**config.mk**
```make
export PLATFORM = sky130hd
export DESIGN_NAME = exibe_sequencia_ctrl
export DESIGN_NICKNAME = d
export VERILOG_FILES = /design/src/rtl/exibe_sequencia_ctrl.sv
export SDC_FILE = /design/constraint.sdc
export NUM_CORES = 1
export LEC_CHECK = 0
export ABC_AREA = 1
export BUFFER_PORTS_ARGS = -buffer_cell sky130_fd_sc_hd__buf_2
export CAP_MARGIN = 20
export CORE_MARGIN = 2
export CORE_UTILIZATION = 50
export DETAILED_ROUTE_END_ITERATION = 10
export GPL_TIMING_DRIVEN = 0
export PLACE_DENSITY = 0.85
export SLEW_MARGIN = 20
export SYNTH_ARGS = -nofsm -noshare
export SYNTH_HDL_FRONTEND = slang
export SYNTH_SLANG_ARGS = --single-unit
```
**constraint.sdc**
```tcl
create_clock -name clock -period 1.3 [get_ports clock]
set_input_delay 0.065 -clock clock [delete_from_list [all_inputs] [get_ports clock]]
set_output_delay 0.065 -clock clock [all_outputs]
set_load 0.005 [all_outputs]
```
**src/rtl/exibe_sequencia_ctrl.sv**
```systemverilog
// exibe_sequencia_ctrl: steps a display through sequence addresses 0..ultimo, then blinks all LEDs N_PISCA times.
// Ports:
//   clock    - single clock, rising edge
//   reset    - asynchronous active-low reset
//   iniciar  - start a display run (ignored while ocupado)
//   abortar  - cancel the current run, back to idle without pronto
//   ultimo   - last address of the sequence, latched at start
//   endereco - address currently shown
//   led_on   - show memory data at endereco
//   pisca    - light all LEDs during the end blink phase
//   ocupado  - run in progress
//   pronto   - one-cycle pulse on normal completion
module exibe_sequencia_ctrl #(
  parameter int T_ON    = 4,
  parameter int T_OFF   = 2,
  parameter int N_PISCA = 3
) (
  input  logic       clock,
  input  logic       reset,
  input  logic       iniciar,
  input  logic       abortar,
  input  logic [3:0] ultimo,
  output logic [3:0] endereco,
  output logic       led_on,
  output logic       pisca,
  output logic       ocupado,
  output logic       pronto
);
  localparam int TMAX = (T_ON > T_OFF) ? T_ON : T_OFF;
  localparam int TW   = (TMAX > 1) ? $clog2(TMAX) : 1;
  localparam int CW   = (N_PISCA > 1) ? $clog2(N_PISCA) : 1;
  localparam logic [TW-1:0] ON_LAST  = TW'(T_ON - 1);
  localparam logic [TW-1:0] OFF_LAST = TW'(T_OFF - 1);
  // With N_PISCA=0 the blink states are unreachable, so the clamp only keeps the constant legal.
  localparam logic [CW-1:0] C_LAST   = CW'((N_PISCA > 0) ? N_PISCA - 1 : 0);

  typedef enum logic [2:0] {OCIOSO, ACENDE, APAGA, PISCA_ON, PISCA_OFF, FIM} state_t;

  state_t        state, state_n;
  logic [TW-1:0] timer, timer_n;
  logic [CW-1:0] cnt, cnt_n;
  logic [3:0]    ult, ult_n;
  logic [3:0]    end_n;

  always_ff @(posedge clock or negedge reset) begin
    if (!reset) begin
      state    <= OCIOSO;
      timer    <= '0;
      cnt      <= '0;
      ult      <= '0;
      endereco <= '0;
    end else begin
      state    <= state_n;
      timer    <= timer_n;
      cnt      <= cnt_n;
      ult      <= ult_n;
      endereco <= end_n;
    end
  end

  always_comb begin
    state_n = state;
    timer_n = timer;
    cnt_n   = cnt;
    ult_n   = ult;
    end_n   = endereco;
    if (abortar && state != OCIOSO) begin
      // Abort outranks any timer expiry; endereco is left as-is for inspection.
      state_n = OCIOSO;
      timer_n = '0;
    end else begin
      case (state)
        OCIOSO:
          if (iniciar && !abortar) begin
            state_n = ACENDE;
            ult_n   = ultimo;
            end_n   = '0;
            timer_n = '0;
          end
        ACENDE:
          if (timer == ON_LAST) begin
            state_n = APAGA;
            timer_n = '0;
          end else timer_n = timer + 1'b1;
        APAGA:
          if (timer == OFF_LAST) begin
            timer_n = '0;
            if (endereco == ult) begin
              state_n = (N_PISCA == 0) ? FIM : PISCA_ON;
              cnt_n   = '0;
            end else begin
              state_n = ACENDE;
              end_n   = endereco + 4'd1;
            end
          end else timer_n = timer + 1'b1;
        PISCA_ON:
          if (timer == ON_LAST) begin
            state_n = PISCA_OFF;
            timer_n = '0;
          end else timer_n = timer + 1'b1;
        PISCA_OFF:
          if (timer == OFF_LAST) begin
            timer_n = '0;
            state_n = (cnt == C_LAST) ? FIM : PISCA_ON;
            cnt_n   = (cnt == C_LAST) ? cnt : cnt + 1'b1;
          end else timer_n = timer + 1'b1;
        FIM:     state_n = OCIOSO;
        default: state_n = OCIOSO;
      endcase
    end
  end

  assign led_on  = state == ACENDE;
  assign pisca   = state == PISCA_ON;
  assign ocupado = state != OCIOSO;
  assign pronto  = state == FIM;
endmodule

```
==> report_table.html <==
<table>
<tr><th>Metric</th><th>Value</th></tr>
<tr><th colspan="2">Final layout</th></tr>
<tr><td>Non-filler instance count after layout</td><td>195</td></tr>
<tr><td>Antenna Cells</td><td>0</td></tr>
<tr><td>Final core occ</td><td>0.676</td></tr>
<tr><td>Layout overhead on the synthesized area</td><td>26.8%</td></tr>
<tr><td>Final #Nets</td><td>182</td></tr>
<tr><td>Share of cells above drive strength 1</td><td>0.375</td></tr>
<tr><th colspan="2">Timing</th></tr>
<tr><td>Post-route fraction of the period consumed by the critical path</td><td>1.03</td></tr>
<tr><td>Achievable Freq</td><td>747 MHz</td></tr>
<tr><td>Post-Route Skew</td><td>0.00796 ns</td></tr>
<tr><td>Number of pins with negative max-slew slack in the final report</td><td>0</td></tr>
<tr><td>Slack of the critical path</td><td>-0.0392 ns</td></tr>
<tr><td>Max transition margin</td><td>0.760</td></tr>
<tr><td>Unrepaired setup endpoints after global routing</td><td>yes</td></tr>
<tr><td>Worst Max-Slew Pin Slew</td><td>0.359 ns</td></tr>
<tr><td>Min Tclk post-route</td><td>1.34 ns</td></tr>
<tr><td>Worst hold slack</td><td>0.00312 ns</td></tr>
<tr><td>Setup violators final</td><td>8</td></tr>
<tr><td>Number of hold violations in the final report</td><td>0</td></tr>
<tr><th colspan="2">Clocking</th></tr>
<tr><td>Total CTS buffers</td><td>3</td></tr>
<tr><td>Post-CTS clock slew at the launch and capture registers of the worst setup and hold paths</td><td>0.09 ns</td></tr>
<tr><td>Clk buf depth</td><td>2</td></tr>
<tr><td>CTS Root Buffer Type</td><td>sky130_fd_sc_hd__clkbuf_4</td></tr>
<tr><td>CTS sink cnt</td><td>15</td></tr>
<tr><td>Clock latency at the later pin of the worst-skew pair</td><td>0.29 ns</td></tr>
<tr><td>CTS HTree Levels</td><td>1</td></tr>
<tr><td>Clock tree from TritonCTS</td><td>yes</td></tr>
<tr><th colspan="2">Power and ir drop</th></tr>
<tr><td>Power share of the combinational group</td><td>0.623</td></tr>
<tr><td>Power density of the placed cells</td><td>2010 nW/um2</td></tr>
<tr><td>Internal</td><td>1.44 mW</td></tr>
<tr><td>Net Sw Frac</td><td>0.462</td></tr>
<tr><td>Clock group share of total power</td><td>0.101</td></tr>
<tr><td>Psw</td><td>1.23 mW</td></tr>
<tr><td>Portion of total power attributed to sequential cells</td><td>0.275</td></tr>
<tr><td>Worst voltage drop across the vdd grid</td><td>1.49 mV</td></tr>
<tr><td>Standby leakage power</td><td>0.697 nW</td></tr>
<tr><th colspan="2">Floorplan</th></tr>
<tr><td>Core area</td><td>1960 um2</td></tr>
<tr><td>Site Rows</td><td>16</td></tr>
<tr><td>Effective utilization at floorplan</td><td>0.533</td></tr>
<tr><td>IO Count</td><td>16</td></tr>
<tr><td>Y dimension of the die</td><td>49.7 um</td></tr>
<tr><td>Die boundary width</td><td>49.7 um</td></tr>
<tr><td>Area of the die</td><td>2470 um2</td></tr>
<tr><th colspan="2">Drt</th></tr>
<tr><td>ANT nets after route</td><td>0</td></tr>
<tr><td>Number of remaining DRC errors</td><td>0</td></tr>
<tr><td>Average vias per placed instance</td><td>4.98</td></tr>
<tr><td>Detail-routed net length per standard cell</td><td>11.9 um</td></tr>
<tr><td>Initial DRC count</td><td>7</td></tr>
<tr><td>Routed via count</td><td>971</td></tr>
<tr><td>Total Routed Length</td><td>2.32 mm</td></tr>
<tr><td>Detailed Routing Iterations Pass 1</td><td>4</td></tr>
<tr><th colspan="2">Global route</th></tr>
<tr><td>Vias in the first global route</td><td>969</td></tr>
<tr><td>Overall routing resource usage</td><td>0.212</td></tr>
<tr><td>Number of antenna violations at the first check in global routing</td><td>0</td></tr>
<tr><td>Maximum number of pins on one net before global-route repair</td><td>16</td></tr>
<tr><td>First-pass GRT wire length</td><td>3.99 mm</td></tr>
<tr><td>Total global routing overflow</td><td>0</td></tr>
<tr><th colspan="2">Synth</th></tr>
<tr><td>Netlist Area Pre-Place</td><td>1050 um2</td></tr>
<tr><td>Distinct cells, synth</td><td>26</td></tr>
<tr><td>Yosys reg bits</td><td>15</td></tr>
<tr><td>Proportion of synthesized chip area in sequential cells</td><td>0.359</td></tr>
<tr><td>Synthesized area divided by synthesized cell count</td><td>7.75 um2</td></tr>
<tr><td>Post-Synthesis Cells</td><td>135</td></tr>
<tr><td>Net Count, Synth</td><td>148</td></tr>
<tr><td>Count of synthesis-stage warnings from yosys</td><td>0</td></tr>
<tr><th colspan="2">Worst setup path</th></tr>
<tr><td>Worst path most repeated cell</td><td>sky130_fd_sc_hd__nand2_1</td></tr>
<tr><td>Largest fanout on the critical path</td><td>5</td></tr>
<tr><td>CP Buf/Inv Count</td><td>1</td></tr>
<tr><td>Crit path capture type</td><td>flop</td></tr>
<tr><td>Type of the worst setup path</td><td>reg2reg</td></tr>
<tr><td>Critical path cell sequence</td><td>nor2_4 -&gt; nand2_4 -&gt; inv_6 -&gt; nor2_8 -&gt; nor3_4 -&gt; nand2_2 -&gt; nand2_1 -&gt; nand2_1</td></tr>
<tr><td>CP Data Arrival Time</td><td>1.52 ns</td></tr>
<tr><td>Cell type group with the largest total delay on the critical path</td><td>simple AND/OR/NAND/NOR gates</td></tr>
<tr><td>CP max stage cell</td><td>sky130_fd_sc_hd__dfrtp_1</td></tr>
<tr><td>Critical Path RT</td><td>1.48 ns</td></tr>
<tr><td>CP Launch Type</td><td>flop</td></tr>
<tr><td>Delay of the slowest cell on the worst path</td><td>0.42 ns</td></tr>
<tr><th colspan="2">Worst hold path</th></tr>
<tr><td>Worst min-delay path category</td><td>in2reg</td></tr>
<tr><th colspan="2">Placed design</th></tr>
<tr><td>Gpl congestion</td><td>0.938</td></tr>
<tr><td>Total instance count after detailed placement</td><td>177</td></tr>
<tr><td>Post-detail-place hpwl</td><td>1.62 mm</td></tr>
<tr><td>Number of buffers added on ports</td><td>15</td></tr>
<tr><th colspan="2">Outcome</th></tr>
<tr><td>Violations in the final reports</td><td>setup timing</td></tr>
<tr><td>Status</td><td>complete, but fails checks</td></tr>
<tr><th colspan="2">Job</th></tr>
<tr><td>Count of max-cap constraint violations</td><td>0</td></tr>
</table>
## Yosys cell counts (all sizes together)
cell | n | area (um2)
a21oi | 4 | 23.8
dfrtp | 15 | 375
ha | 5 | 62.6
inv | 21 | 83.8
mux2 | 2 | 22.5
nand2 | 36 | 160
nand3 | 16 | 97.6
nand3b | 1 | 7.51
nor2 | 21 | 118
nor3 | 2 | 21.3
o21ai | 7 | 35.0
o22ai | 1 | 6.26
or2 | 1 | 6.26
xnor2 | 2 | 17.5
xor2 | 1 | 8.76
## stage by stage
stage                     power (mW)  TNS [ns]  setup WS (ns)  area, um2
after global placement          1.96    -0.594        -0.0975       1150
after CTS                       2.61    -0.495        -0.0972       1300
final                           2.67    -0.182        -0.0392       1330
after detailed placement        2.01    -0.952         -0.134       1150
after floorplan                 1.72         0        0.00167       1050
after global routing            2.89     -1.25         -0.131       1330
## timing repair
action / 4_1_cts / 5_1_grt
setup endpoints to repair: 14 / 14
hold endpoints to repair: 15 / 0
pin swaps: 9 / 10
buffers inserted: 11 / 2
hold buffers: 1 / 0
resized for setup: 11 / 6
## cell type report
cell class / instances / area, um2
Sequential cell: 15 / 380
Timing Repair Buffer: 29 / 183
Fill cell: 167 / 636
Tap cell: 27 / 33.8
Clock buffer: 4 / 26.3
Multi-Input combinational cell: 99 / 617
Inverter: 21 / 86.3
## layout by cell type (no fill, tap or decap), types with 2 or more instances in the layout
cell type / n
sky130_fd_sc_hd__nand2_1: 25
sky130_fd_sc_hd__o21ai_1: 6
sky130_fd_sc_hd__nor2_1: 17
sky130_fd_sc_hd__nand3_1: 13
sky130_fd_sc_hd__a21oi_1: 3
sky130_fd_sc_hd__xnor2_1: 2
sky130_fd_sc_hd__nor2_4: 3
sky130_fd_sc_hd__ha_1: 5
sky130_fd_sc_hd__nand3_2: 2
sky130_fd_sc_hd__buf_2: 15
sky130_fd_sc_hd__buf_4: 13
sky130_fd_sc_hd__mux2_2: 2
sky130_fd_sc_hd__clkbuf_4: 3
sky130_fd_sc_hd__dfrtp_2: 4
sky130_fd_sc_hd__dfrtp_1: 11
sky130_fd_sc_hd__inv_2: 2
sky130_fd_sc_hd__inv_1: 17
sky130_fd_sc_hd__nand2_2: 8
sky130_fd_sc_hd__nand2_4: 3
## state kept, by name, summed over array words and instances (netlist names)
| name | count |
|---|---|
| cnt | 2 |
| endereco | 4 |
| ult | 4 |
| timer | 2 |
| state | 3 |
## power groups by stage
| stage | registers [mW] | logic (mW) | clock network [mW] |
|---|---|---|---|
| 2_1_floorplan | 0.723 | 1.00 | 0 |
| 3_3_place_gp | 0.741 | 1.22 | 0 |
| 3_5_place_dp | 0.757 | 1.25 | 0 |
| 4_1_cts | 0.728 | 1.60 | 0.284 |
| 5_1_grt | 0.745 | 1.84 | 0.301 |
| 6_report | 0.734 | 1.66 | 0.271 |
## metal layers
metal | track usage | vias up | wire, um
li1 | - | 491 | -
met1 | 0.225 | 457 | 947
met2 | 0.387 | 17 | 1240
met3 | 0.0515 | 6 | 85
met4 | 0.106 | 0 | 42
met5 | 0 | - | 0
## worst reg2reg max path, cell delays in order (launching register included)
cell	delay, ns
sky130_fd_sc_hd__dfrtp_1	0.42
sky130_fd_sc_hd__nor2_4	0.19
sky130_fd_sc_hd__nand2_4	0.10
sky130_fd_sc_hd__inv_6	0.09
sky130_fd_sc_hd__nor2_8	0.05
sky130_fd_sc_hd__nor3_4	0.15
sky130_fd_sc_hd__nand2_2	0.11
sky130_fd_sc_hd__nand2_1	0.07
sky130_fd_sc_hd__nand2_1	0.05
## path summary, 6_finish.rpt
| path | slack, ns | from | to | cells after the start |
|---|---|---|---|---|
| setup / recovery | -0.04 | state[2] | endereco[0] | 8 |
| hold / removal | 0.003 | ultimo[0] | ult[0] | 2 |
| setup reg to reg | -0.04 | state[2] | endereco[0] | 8 |
| hold reg to reg | 0.49 | cnt[1] | cnt[1] | 2 |
| max in group asynchronous | 0.79 | reset | state[1] | 2 |
| min in group asynchronous | 0.21 | reset | ult[3] | 2 |
## cells by family after synthesis
group | after synthesis | synth area share
multiplexers | 2 | 0.0215
XOR/XNOR | 3 | 0.0251
buffers and inverters | 21 | 0.0801
AO/OA/AOI/OAI | 12 | 0.0622
adder cells (fa/ha/maj) | 5 | 0.0598
flip-flops | 15 | 0.359
AND/OR/NAND/NOR | 77 | 0.392
No activity file was read; power rests on OpenSTA's default activity.
